===== src/rtl/mem_boot_arb_pkg.sv =====
// Shared encodings for the boot arbiter: host command opcodes, lifecycle states,
// and the core read/write polarity.
package mem_boot_arb_pkg;

  typedef enum logic [1:0] {
    OP_LOAD = 2'd0,
    OP_RUN  = 2'd1,
    OP_STOP = 2'd2,
    OP_DUMP = 2'd3
  } op_e;

  typedef enum logic [1:0] {
    ST_IDLE = 2'd0,
    ST_LOAD = 2'd1,
    ST_RUN  = 2'd2,
    ST_DUMP = 2'd3
  } state_e;

  localparam logic RW_READ = 1'b1;

endpackage


===== src/rtl/mem_boot_arb_run_watchdog.sv =====
// RUN-phase cycle counter; raises expire in the last permitted RUN cycle.
// RUN_MAX of 0 disables the limit entirely.
module run_watchdog #(
  parameter int RUN_MAX = 0
) (
  input  logic clk,
  input  logic clr,
  input  logic clear,
  input  logic enable,
  output logic expire
);

  localparam int CW = (RUN_MAX > 1) ? $clog2(RUN_MAX) : 1;
  localparam logic [CW-1:0] LIMIT = CW'((RUN_MAX > 0) ? (RUN_MAX - 1) : 0);

  logic [CW-1:0] count;

  always_ff @(posedge clk or posedge clr) begin
    if (clr) begin
      count <= '0;
    end else if (clear) begin
      count <= '0;
    end else if (enable) begin
      count <= count + 1'b1;
    end
  end

  assign expire = (RUN_MAX != 0) && enable && (count == LIMIT);

endmodule


===== src/rtl/mem_boot_arb.sv =====
// Memory-bus owner and core lifecycle sequencer: host LOAD/DUMP of the program
// memory while the core is held in clear, then hands the bus to the core in RUN.
module mem_boot_arb
  import mem_boot_arb_pkg::*;
#(
  parameter int AW      = 8,
  parameter int DW      = 16,
  parameter int RUN_MAX = 0
) (
  input  logic          clk,
  input  logic          clr,
  input  logic          cmd_valid,
  output logic          cmd_ready,
  input  logic [1:0]    cmd_op,
  input  logic [AW-1:0] cmd_adrs,
  input  logic [AW-1:0] cmd_len,
  input  logic          wr_valid,
  output logic          wr_ready,
  input  logic [DW-1:0] wr_data,
  output logic          rd_valid,
  output logic [DW-1:0] rd_data,
  output logic          core_clr,
  input  logic          core_rw,
  input  logic [AW-1:0] core_adrs,
  input  logic [7:0]    core_dout,
  output logic [AW-1:0] mem_adrs,
  output logic [DW-1:0] mem_wdata,
  output logic          mem_we,
  input  logic [DW-1:0] mem_rdata,
  output logic          running,
  output logic          timeout
);

  state_e        state, state_next;
  logic [AW-1:0] ptr, ptr_next;
  logic [AW-1:0] cnt, cnt_next;
  logic          timeout_next;
  logic          cmd_acc;
  logic          expire;
  op_e           op;

  assign op        = op_e'(cmd_op);
  assign cmd_ready = (state == ST_IDLE) || (state == ST_RUN);
  assign cmd_acc   = cmd_valid && cmd_ready;
  assign wr_ready  = (state == ST_LOAD);
  assign running   = (state == ST_RUN);
  assign core_clr  = (state != ST_RUN);

  run_watchdog #(
    .RUN_MAX(RUN_MAX)
  ) u_run_watchdog (
    .clk   (clk),
    .clr   (clr),
    .clear (state != ST_RUN),
    .enable(state == ST_RUN),
    .expire(expire)
  );

  always_ff @(posedge clk or posedge clr) begin
    if (clr) begin
      state    <= ST_IDLE;
      ptr      <= '0;
      cnt      <= '0;
      rd_valid <= 1'b0;
      rd_data  <= '0;
      timeout  <= 1'b0;
    end else begin
      state    <= state_next;
      ptr      <= ptr_next;
      cnt      <= cnt_next;
      rd_valid <= (state == ST_DUMP);
      timeout  <= timeout_next;
      if (state == ST_DUMP) begin
        rd_data <= mem_rdata;
      end
    end
  end

  // Any accepted command clears timeout; a same-cycle expiry still sets it.
  always_comb begin
    state_next   = state;
    ptr_next     = ptr;
    cnt_next     = cnt;
    timeout_next = timeout;
    if (cmd_acc) begin
      timeout_next = 1'b0;
    end
    case (state)
      ST_IDLE: begin
        if (cmd_acc) begin
          case (op)
            OP_LOAD: begin
              ptr_next   = cmd_adrs;
              cnt_next   = cmd_len;
              state_next = ST_LOAD;
            end
            OP_DUMP: begin
              ptr_next   = cmd_adrs;
              cnt_next   = cmd_len;
              state_next = ST_DUMP;
            end
            OP_RUN:  state_next = ST_RUN;
            default: state_next = ST_IDLE;
          endcase
        end
      end
      ST_LOAD: begin
        if (wr_valid) begin
          ptr_next = ptr + 1'b1;
          if (cnt == '0) begin
            state_next = ST_IDLE;
          end else begin
            cnt_next = cnt - 1'b1;
          end
        end
      end
      ST_DUMP: begin
        ptr_next = ptr + 1'b1;
        if (cnt == '0) begin
          state_next = ST_IDLE;
        end else begin
          cnt_next = cnt - 1'b1;
        end
      end
      ST_RUN: begin
        if (cmd_acc && (op == OP_STOP)) begin
          state_next = ST_IDLE;
        end else if (expire) begin
          state_next   = ST_IDLE;
          timeout_next = 1'b1;
        end
      end
      default: state_next = ST_IDLE;
    endcase
  end

  always_comb begin
    mem_adrs  = '0;
    mem_wdata = '0;
    mem_we    = 1'b0;
    case (state)
      ST_LOAD: begin
        mem_adrs  = ptr;
        mem_wdata = wr_data;
        mem_we    = wr_valid;
      end
      ST_DUMP: begin
        mem_adrs = ptr;
      end
      ST_RUN: begin
        mem_adrs  = core_adrs;
        mem_wdata = {{(DW-8){1'b0}}, core_dout};
        mem_we    = (core_rw != RW_READ);
      end
      default: begin
        mem_adrs = '0;
      end
    endcase
  end

endmodule


===== config.mk =====
export PLATFORM = sky130hd
export DESIGN_NAME = mem_boot_arb
export DESIGN_NICKNAME = d
export VERILOG_FILES = /design/src/rtl/mem_boot_arb_pkg.sv /design/src/rtl/mem_boot_arb_run_watchdog.sv /design/src/rtl/mem_boot_arb.sv
export SDC_FILE = /design/constraint.sdc
export NUM_CORES = 1
export LEC_CHECK = 0
export BUFFER_PORTS_ARGS = -buffer_cell sky130_fd_sc_hd__buf_2
export CAP_MARGIN = 20
export CORE_UTILIZATION = 49
export CTS_CLUSTER_DIAMETER = 120
export DETAILED_ROUTE_END_ITERATION = 6
export PLACE_DENSITY = 0.85
export SLEW_MARGIN = 20
export SYNTH_ARGS = -nofsm -noshare
export SYNTH_HDL_FRONTEND = slang
export SYNTH_HIERARCHICAL = 1
export SYNTH_SLANG_ARGS = --single-unit

===== constraint.sdc =====
create_clock -name clk -period 3.1 [get_ports clk]
set_input_delay 0.62 -clock clk [delete_from_list [all_inputs] [get_ports clk]]
set_output_delay 0.62 -clock clk [all_outputs]
set_load 0.02 [all_outputs]

==> results of run 1 <==
-- metrics by stage --
| stage | hold WS [ns] | instances |
|---|---|---|
| finish | 0.417 | 401 |
| detailed placement | 0.490 | 393 |
| global route | 0.473 | 401 |
| CTS | 0.438 | 401 |
| global placement | 0.484 | 393 |
| floorplan | 0.484 | 234 |
-- cell usage after synthesis (all sizes together), types with 3 or more instances --
master	number
a21oi	14
a22oi	19
a31oi	3
and3	8
buf	7
clkbuf	8
dfrtp	36
ha	11
inv	9
mux2	16
mux2i	4
nand2	15
nand3	9
nor2	21
nor2b	10
nor3	3
o21ai	5
o2bb2ai	7
-- cells by family (layout without fill, tap and decap cells) --
group | after synthesis | in the layout | share of synthesized area, %
DFF | 36 | 36 | 40.3
buffers and inverters | 24 | 139 | 4.48
adders and majority gates | 11 | 11 | 6.16
other | 1 | 1 | 0.168
and+or+nand+nor | 78 | 78 | 18.7
AOI/OAI and AO/OA | 64 | 64 | 20.3
muxes | 20 | 20 | 9.86
-- cell type report --
| cell class | count | area share [%] |
|---|---|---|
| Clock buffer | 7 | 2.93 |
| Inverter | 9 | 1.15 |
| Tap cell | 52 | 2.21 |
| Timing Repair Buffer | 122 | 21.1 |
| Multi-Input combinational cell | 174 | 41.8 |
| Clock inverter | 1 | 0.255 |
| Sequential cell | 36 | 30.5 |
-- flip-flops by register name (all words and copies together) (netlist names) --
signal and flops:
ptr 8, rd_data 16, timeout 1, state 2, rd_valid 1, cnt 8
-- worst max path at each step --
stage / start / to / slack, ns / depth (start not counted)
detailed placement: state[0]$_DFFE_PP0P_ / ptr[7]$_DFFE_PP0P_ / 0.52 / 6
global route: state[0]$_DFFE_PP0P_ / ptr[7]$_DFFE_PP0P_ / 0.22 / 6
global placement: cmd_op[0] / ptr[7]$_DFFE_PP0P_ / 0.67 / 7
CTS: state[0]$_DFFE_PP0P_ / mem_wdata[4] / 0.39 / 6
floorplan: state[0]$_DFFE_PP0P_ / mem_adrs[6] / 0.45 / 7
finish: state[0]$_DFFE_PP0P_ / mem_wdata[7] / 0.39 / 6
-- power by group through the flow --
stage	clock, mW	combinational, mW	sequential, mW
floorplan	0	1.14	1.02
global placement	0	1.67	0.916
detailed placement	0	1.71	0.933
CTS	0.359	1.73	0.924
global route	0.385	1.89	0.961
finish	0.358	1.73	0.925
-- layer usage --
layer	vias to the layer above	global-route usage [%]	part of all wire [%]
li1	1079	-	-
met1	1069	32.3	41
met2	126	42.4	48
met3	19	5.23	7.9
met4	0	10.7	3.3
met5	-	0	0
-- worst max-delay path, stage by stage, from the launching register on --
cell     delay, ns
dfrtp_1       0.54
inv_1         0.18
ha_1          0.44
buf_4         0.26
a22oi_1       0.08
nor2b_1       0.14
buf_2         0.17
==> impl_metrics.yaml, run 1 <==
power:
  clock_power_share_pct: 11.9
  share_comb_of_total_power_pct: 57.4
  p_sw_mw: 1.42
  p_leak_nw: 1.51
  power_frac_seq_pct: 30.7
  switching_share_pct: 47.2
  power_density_mw_per_mm2: 1020
  intPower_mw: 1.59
  vdd_drop_max_uv: 389
  power_mw: 3.01
critical_path:
  rr_startpoint: "state[0]$_DFFE_PP0P_"
  r2r_slack_ns: 0.52
  cp_max_fo: 13
  crit_path_end_kind: "output port"
  rr_endpoint: "ptr[7]$_DFFE_PP0P_"
  required_ns: 2.48
  arrival_ns: 2.09
  worst_setup_path_start_kind: "flop"
  ff2ff_path_depth: 6
  crit_type: "reg -> out"
final_layout:
  multi_input_comb_area_mm2: 0.00123
  fin_util_pct: 67.7
  drive_gt1_share_pct: 43.3
  mostFrequentLayoutCells: "117 x buf_2, 36 x dfrtp_1, 21 x nor2_1, 19 x a22oi_1, 16 x mux2_2"
  finalNetCount: 430
  postLayoutCellArea_mm2: 0.00295
  num_antenna_cells: 0
  seqCellArea_um2: 901
  layout_commonest_cell: "buf_2"
  fillers: 367
  area_delta_synth_final_pct: 32.0
status:
  status: "finished clean"
global_routing:
  grt_max_degree: 37
  grt-ovfl-total: 0
  grt_pass1_wl_mm: 9.73
  track_usage_pct: 25.5
  antenna_found_initial: 0
  grt_pass1_vias: 2135
logic_synthesis:
  synth.avg_cell_area_um2: 9.54
  netlist_instances: 234
  syn_nets: 316
  synth_top_area_share_pct: 40.3
  synth_edf_count: 0
  synth_cell_type_count: 45
  ys_seq_area_share_pct: 40.3
  ys_ff_latch: 36
  ys_top_cells_by_area: "dfrtp_1 40%, mux2_2 8.1%, a22oi_1 6.4%"
  synth_warnings: 6
  postSynth.asyncResetShare_pct: 100
  yosys.area.top_type: "dfrtp_1"
  synthFlopType: "dfrtp_1"
  synthesis.area_mm2: 0.00223
routing:
  drt-initial-drc-count: 301
  routedWlPerCell_um: 14.9
  num_vias: 2293
  drc: 0
  via_per_inst: 5.72
  postRouteAntennaNets: 0
  drt-total-wl_mm: 5.96
  drt_pass1_iterations: 4
floorplan:
  rows: 24
  dieWidth_um: 69.5
  die_y_um: 69.5
  coreArea_mm2: 0.00435
  start_util_pct: 51.3
  design.die.area_mm2: 0.00483
  pin_count: 118
timing:
  setup_viol: 0
  worst_pin_slew_ns: 0.909
  final_hold_viol_count: 0
  slew_viol_final: 0
  finalCritPeriodShare_pct: 87.5
  layout_setup_ws_ns: 0.389
  period_needed_ns: 2.71
  fin_tns_setup_ns: 0
  max_freq_mhz: 369
  rsz0062_at_grt: "false"
  slew_headroom_pct: 39.1
  finalClockSkew_ns: 0.00647
placement:
  dp_slack_ns: 0.520
  portBuffers: 117
  place_area_mm2: 0.00286
  place.gp.congestion: 0.850
  hpwl_mm: 4.48
clock_tree:
  clkSlewWorstSetupHoldPaths_ns: 0.07
  clock_sinks: 36
  clk_latency_ns: 0.29
  ctsResizeCount: 0
  cts.path.max_buffers: 2
  cts_tree: "yes"
  post_cts_buffers: 0
  cts_made_buffers: 5
  hold_buffers: 0
  htreeDepth: 2
  root_buffer: "clkbuf_8"
hold_path:
  hold_path_class: "in -> async"
flow_run:
  maxCapViolCount: 0
Power figures use the tool's default switching activity.
==> inputs of run 2 (changes only) <==
--- a/config.mk
+++ b/config.mk
@@ -10,6 +10,7 @@
 export CORE_UTILIZATION = 49
 export CTS_CLUSTER_DIAMETER = 120
 export DETAILED_ROUTE_END_ITERATION = 6
+export GPL_TIMING_DRIVEN = 0
 export PLACE_DENSITY = 0.85
 export SLEW_MARGIN = 20
 export SYNTH_ARGS = -nofsm -noshare
==> run 2 against run 1 <==
Via count rose by 0.57%. Clock power is 3% lower. Critical endpoint is now mem_adrs[1]. Critical path type unchanged. Largest cell class unchanged. Clock-buffer cell count shrank 1. Sequential power about the same. Clock skew is 0.0026 ns lower. Final cell count up 2.2%. Non-clock buffer count is 9 higher. Worst hold slack better by 0.046 ns. Register-to-register slack better by 0.32 ns.
==> impl_metrics.yaml, run 2 (synthesis results as in run 1) <==
floorplan:
  die_y_um: 69.5
  pin_count: 118
  rows: 24
  design.die.area_mm2: 0.00483
  dieWidth_um: 69.5
  start_util_pct: 51.3
  coreArea_mm2: 0.00435
timing:
  slew_headroom_pct: 48.8
  finalCritPeriodShare_pct: 92.3
  slew_viol_final: 0
  layout_setup_ws_ns: 0.240
  finalClockSkew_ns: 0.00384
  rsz0062_at_grt: "false"
  fin_tns_setup_ns: 0
  worst_pin_slew_ns: 0.766
  max_freq_mhz: 350
  final_hold_viol_count: 0
  period_needed_ns: 2.86
  setup_viol: 0
clock_tree:
  root_buffer: "clkbuf_8"
  htreeDepth: 2
  clock_sinks: 36
  post_cts_buffers: 0
  clk_latency_ns: 0.29
  cts_made_buffers: 5
  cts.path.max_buffers: 2
  clkSlewWorstSetupHoldPaths_ns: 0.07
  hold_buffers: 0
  cts_tree: "yes"
critical_path:
  crit_path_end_kind: "output port"
  arrival_ns: 2.24
  required_ns: 2.48
  ff2ff_path_depth: 7
  crit_type: "reg -> out"
  cp_max_fo: 13
  worst_setup_path_start_kind: "flop"
power:
  power_density_mw_per_mm2: 1020
  p_leak_nw: 1.54
  vdd_drop_max_uv: 502
hold_path:
  hold_path_class: "in -> async"
final_layout:
  reg_top3: "rd_data x16, cnt x8, ptr x8"
  num_antenna_cells: 0
  largest_reg_flops: 16
  mostFrequentLayoutCells: "122 x buf_2, 35 x dfrtp_1, 21 x nor2_1, 19 x a22oi_1, 16 x mux2_2"
  finalNetCount: 439
  layout_commonest_cell: "buf_2"
  largest-register: "rd_data"
  drive_gt1_share_pct: 43.9
  area_delta_synth_final_pct: 33.3
  fillers: 378
  fin_util_pct: 68.4
placement:
  hpwl_mm: 4.70
  place.gp.congestion: 0.848
  dp_slack_ns: 0.0533
  portBuffers: 117
routing:
  drt_pass1_iterations: 4
  drc: 0
  drt-total-wl_mm: 6.12
  num_vias: 2306
  routedWlPerCell_um: 14.9
  postRouteAntennaNets: 0
  via_per_inst: 5.62
  drt-initial-drc-count: 284
global_routing:
  antenna_found_initial: 0
  grt-ovfl-total: 0
  grt_pass1_wl_mm: 10.1
  grt_pass1_vias: 2319
  grt_max_degree: 37
  track_usage_pct: 26.2
status:
  status: "finished clean"
flow_run:
  maxCapViolCount: 0
[run 2: cell types whose count changed in the layout (fill, tap and decap cells not counted), moves of 2 or more]
cell,before,now
buf_4,5,1
clkbuf_1,1,5
clkinv_2,0,2
buf_2,117,122
clkbuf_2,0,2
[run 2: critical path, stage by stage (launching register included)]
cell	delay (ns)
dfrtp_2	0.51
inv_1	0.15
ha_1	0.26
clkbuf_2	0.27
clkbuf_2	0.29
a22oi_1	0.10
nor2_1	0.16
buf_2	0.20
[run 2: metrics by stage]
step	instance area [um2]	power [mW]	hold slack, ns	cells
after floorplan	2230	2.15	0.484	234
after global placement	2880	2.62	0.483	403
after detailed placement	2880	2.69	0.492	403
after CTS	2980	3.03	0.488	410
after global routing	2980	3.26	0.520	410
final	2980	3.04	0.463	410
[run 2: repair_timing]
item                                    CTS  global route
endpoints found under the setup margin    8             7
pin swaps                                 0             0
gates resized for setup                   2             1
[run 2: path summary, 6_finish.rpt]
path,slack (ns),endpoint,start
worst min-delay path,0.46,cnt[4]$_DFFE_PP0P_,clr
worst min register to register,0.50,rd_data[7]$_DFFE_PP0P_,rd_data[7]$_DFFE_PP0P_
worst max register to register,0.84,cnt[5]$_DFFE_PP0P_,state[0]$_DFFE_PP0P_
max in group asynchronous,2.11,state[0]$_DFFE_PP0P_,clr
worst max-delay path,0.24,mem_adrs[1],state[0]$_DFFE_PP0P_
min in group clk,0.50,rd_data[7]$_DFFE_PP0P_,rd_data[7]$_DFFE_PP0P_
[run 2: layout make-up]
class                   instances  area (um2)  area share [%]
multi-input cells             174        1230            41.4
plain buffers                  14        65.1            2.19
clock buffers                   6        82.6            2.77
inverters                       9        33.8            1.13
clock inverters                 2        10.0           0.336
well taps                      52        65.1            2.19
repair buffers                117         586            19.7
flip-flops and latches         36         902            30.3
[run 2: per-layer routing]
metal	track usage (%)	vias up	share of wire [%]
li1	-	1095	-
met1	30.7	1081	38
met2	47.9	119	53
met3	4.36	11	7.5
met4	9.52	0	1.9
met5	0	-	0
[run 2: where the power goes]
group          leakage, nW  switching, mW  total (mW)  internal [mW]
Combinational         1.05           1.06        1.77          0.712
Clock               0.0510          0.170       0.348          0.177
Sequential           0.430          0.224       0.928          0.704
==> inputs of run 3 (changes only) <==
--- a/config.mk
+++ b/config.mk
@@ -7,11 +7,11 @@
 export LEC_CHECK = 0
 export BUFFER_PORTS_ARGS = -buffer_cell sky130_fd_sc_hd__buf_2
 export CAP_MARGIN = 20
-export CORE_UTILIZATION = 49
+export CORE_UTILIZATION = 41
 export CTS_CLUSTER_DIAMETER = 120
 export DETAILED_ROUTE_END_ITERATION = 6
 export GPL_TIMING_DRIVEN = 0
-export PLACE_DENSITY = 0.85
+export PLACE_DENSITY = 0.76
 export SLEW_MARGIN = 20
 export SYNTH_ARGS = -nofsm -noshare
 export SYNTH_HDL_FRONTEND = slang
==> constraint.sdc (replaced) <==
create_clock -name clk -period 2.5 [get_ports clk]
set_input_delay 0.5 -clock clk [delete_from_list [all_inputs] [get_ports clk]]
set_output_delay 0.5 -clock clk [all_outputs]
set_load 0.02 [all_outputs]
==> run 3 against run 2 <==
Register-to-register slack got worse by 0.58 ns. Utilization down 8.4 points. Flip-flop and latch count did not move. Critical path depth grew 1. Clock skew is 0.0044 ns higher. Die area grew 19%. Global-route usage down 5.1 points. Critical path type unchanged. Critical endpoint is now mem_adrs[5]. Highest routed layer unchanged.
==> impl_metrics.yaml, run 3 (synthesis results as in run 1) <==
status:
  status: "finished clean"
final_layout:
  fillers: 428
  postLayoutCellArea_mm2: 0.00310
  reg_top3: "rd_data x16, cnt x8, ptr x8"
  layout_commonest_cell: "buf_2"
  finalNetCount: 442
  drive_gt1_share_pct: 47.4
  largest_reg_flops: 16
  seqCellArea_um2: 901
  mostFrequentLayoutCells: "122 x buf_2, 36 x dfrtp_1, 19 x a22oi_1, 16 x mux2_2, 15 x nand2_1"
  num_antenna_cells: 0
  area_delta_synth_final_pct: 38.8
  fin_util_pct: 59.9
  largest-register: "rd_data"
  multi_input_comb_area_mm2: 0.00126
clock_tree:
  cts_tree: "yes"
  clk_latency_ns: 0.29
  root_buffer: "clkbuf_8"
  cts.path.max_buffers: 2
  htreeDepth: 2
  hold_buffers: 0
  clock_sinks: 36
  cts_made_buffers: 5
  clkSlewWorstSetupHoldPaths_ns: 0.08
placement:
  place.gp.congestion: 0.824
  place_area_mm2: 0.00295
  portBuffers: 117
  dp_slack_ns: -0.375
  hpwl_mm: 4.47
flow_run:
  maxCapViolCount: 0
hold_path:
  hold_path_class: "in -> async"
power:
  p_leak_nw: 1.56
  power_density_mw_per_mm2: 1240
  vdd_drop_max_uv: 780
global_routing:
  track_usage_pct: 21.1
  grt_pass1_vias: 2072
  grt-ovfl-total: 0
  antenna_found_initial: 0
  grt_max_degree: 30
  grt_pass1_wl_mm: 9.09
floorplan:
  pin_count: 118
  coreArea_mm2: 0.00517
  design.die.area_mm2: 0.00575
  start_util_pct: 43.2
  dieWidth_um: 75.8
  rows: 26
  die_y_um: 75.8
timing:
  worst_pin_slew_ns: 0.569
  final_hold_viol_count: 0
  fin_tns_setup_ns: 0
  slew_headroom_pct: 62.0
  slew_viol_final: 0
  setup_viol: 0
  period_needed_ns: 2.37
  finalClockSkew_ns: 0.00819
  max_freq_mhz: 422
  finalCritPeriodShare_pct: 94.9
  layout_setup_ws_ns: 0.128
routing:
  drt-total-wl_mm: 5.84
  routedWlPerCell_um: 13.6
  via_per_inst: 5.30
  drc: 0
  num_vias: 2286
  drt_pass1_iterations: 4
  postRouteAntennaNets: 0
  drt-initial-drc-count: 152
critical_path:
  worst_setup_path_start_kind: "flop"
  r2r_slack_ns: 0.26
  crit_path_end_kind: "output port"
  arrival_ns: 1.87
  crit_type: "reg -> out"
  rr_startpoint: "state[0]$_DFFE_PP0P_"
  required_ns: 2.00
  cp_max_fo: 10
  ff2ff_path_depth: 8
  rr_endpoint: "cnt[5]$_DFFE_PP0P_"
run 3: cell count changes in the layout (fill, tap and decap cells not counted), moves of 2 or more:
cell / previous run / this run
clkbuf_8: 6 / 9
nor2_2: 0 / 8
clkbuf_4: 0 / 2
clkinv_2: 2 / 0
nor2_1: 21 / 13
clkbuf_1: 5 / 3
run 3: repair_timing:
item | CTS | global route
cloned | 0 | 0
setup endpoints to repair | 29 | 20
buffers inserted | 0 | 1
resized for setup | 12 | 8
run 3: power breakdown:
part,switching [mW],internal [mW]
combinational,1.34,0.953
clock,0.212,0.224
sequential,0.250,0.872
total,1.80,2.05
run 3: final cells by class:
cell class                 instances  share of cell area, %
buffer                            15                   3.39
clock buffer                       7                   2.79
clock inverter                     1                  0.242
inverter                           9                   1.09
multi-input combinational        174                   40.8
sequential                        36                   29.1
tap                               70                   2.83
timing repair buffer             119                   19.8
run 3: critical path: stages (launching register included):
cell and delay (ns):
dfrtp_1 0.40, clkbuf_8 0.20, inv_2 0.07, ha_4 0.18, clkbuf_8 0.16, clkbuf_8 0.17
a22oi_1 0.20, nor2_2 0.04, buf_2 0.16
run 3: per-stage QoR:
| step | hold WS [ns] | instances | total power, mW |
|---|---|---|---|
| final | 0.102 | 431 | 3.85 |
| after global routing | 0.121 | 431 | 4.15 |
| after CTS | 0.111 | 430 | 3.83 |
| after detailed placement | 0.426 | 422 | 3.34 |
| after global placement | 0.483 | 421 | 3.29 |
| after floorplan | 0.484 | 234 | 2.70 |
run 3: worst max-delay path by stage:
stage	start	endpoint	slack, ns	depth (start not counted)
6_report	state[0]$_DFFE_PP0P_	mem_adrs[5]	0.13	8
3_3_place_gp	state[0]$_DFFE_PP0P_	mem_adrs[0]	-0.36	8
4_1_cts	state[0]$_DFFE_PP0P_	mem_adrs[0]	0.02	8
2_1_floorplan	state[0]$_DFFE_PP0P_	mem_adrs[6]	0.04	7
5_1_grt	state[1]$_DFFE_PP0P_	mem_we	-0.004	8
3_5_place_dp	state[0]$_DFFE_PP0P_	mem_adrs[0]	-0.38	8
run 3: routing by layer:
layer | part of all wire, % | global-route usage (%)
met5 | 0 | 0
met4 | 1.8 | 8.23
met3 | 7.7 | 3.44
met2 | 48 | 36.5
met1 | 43 | 26.3
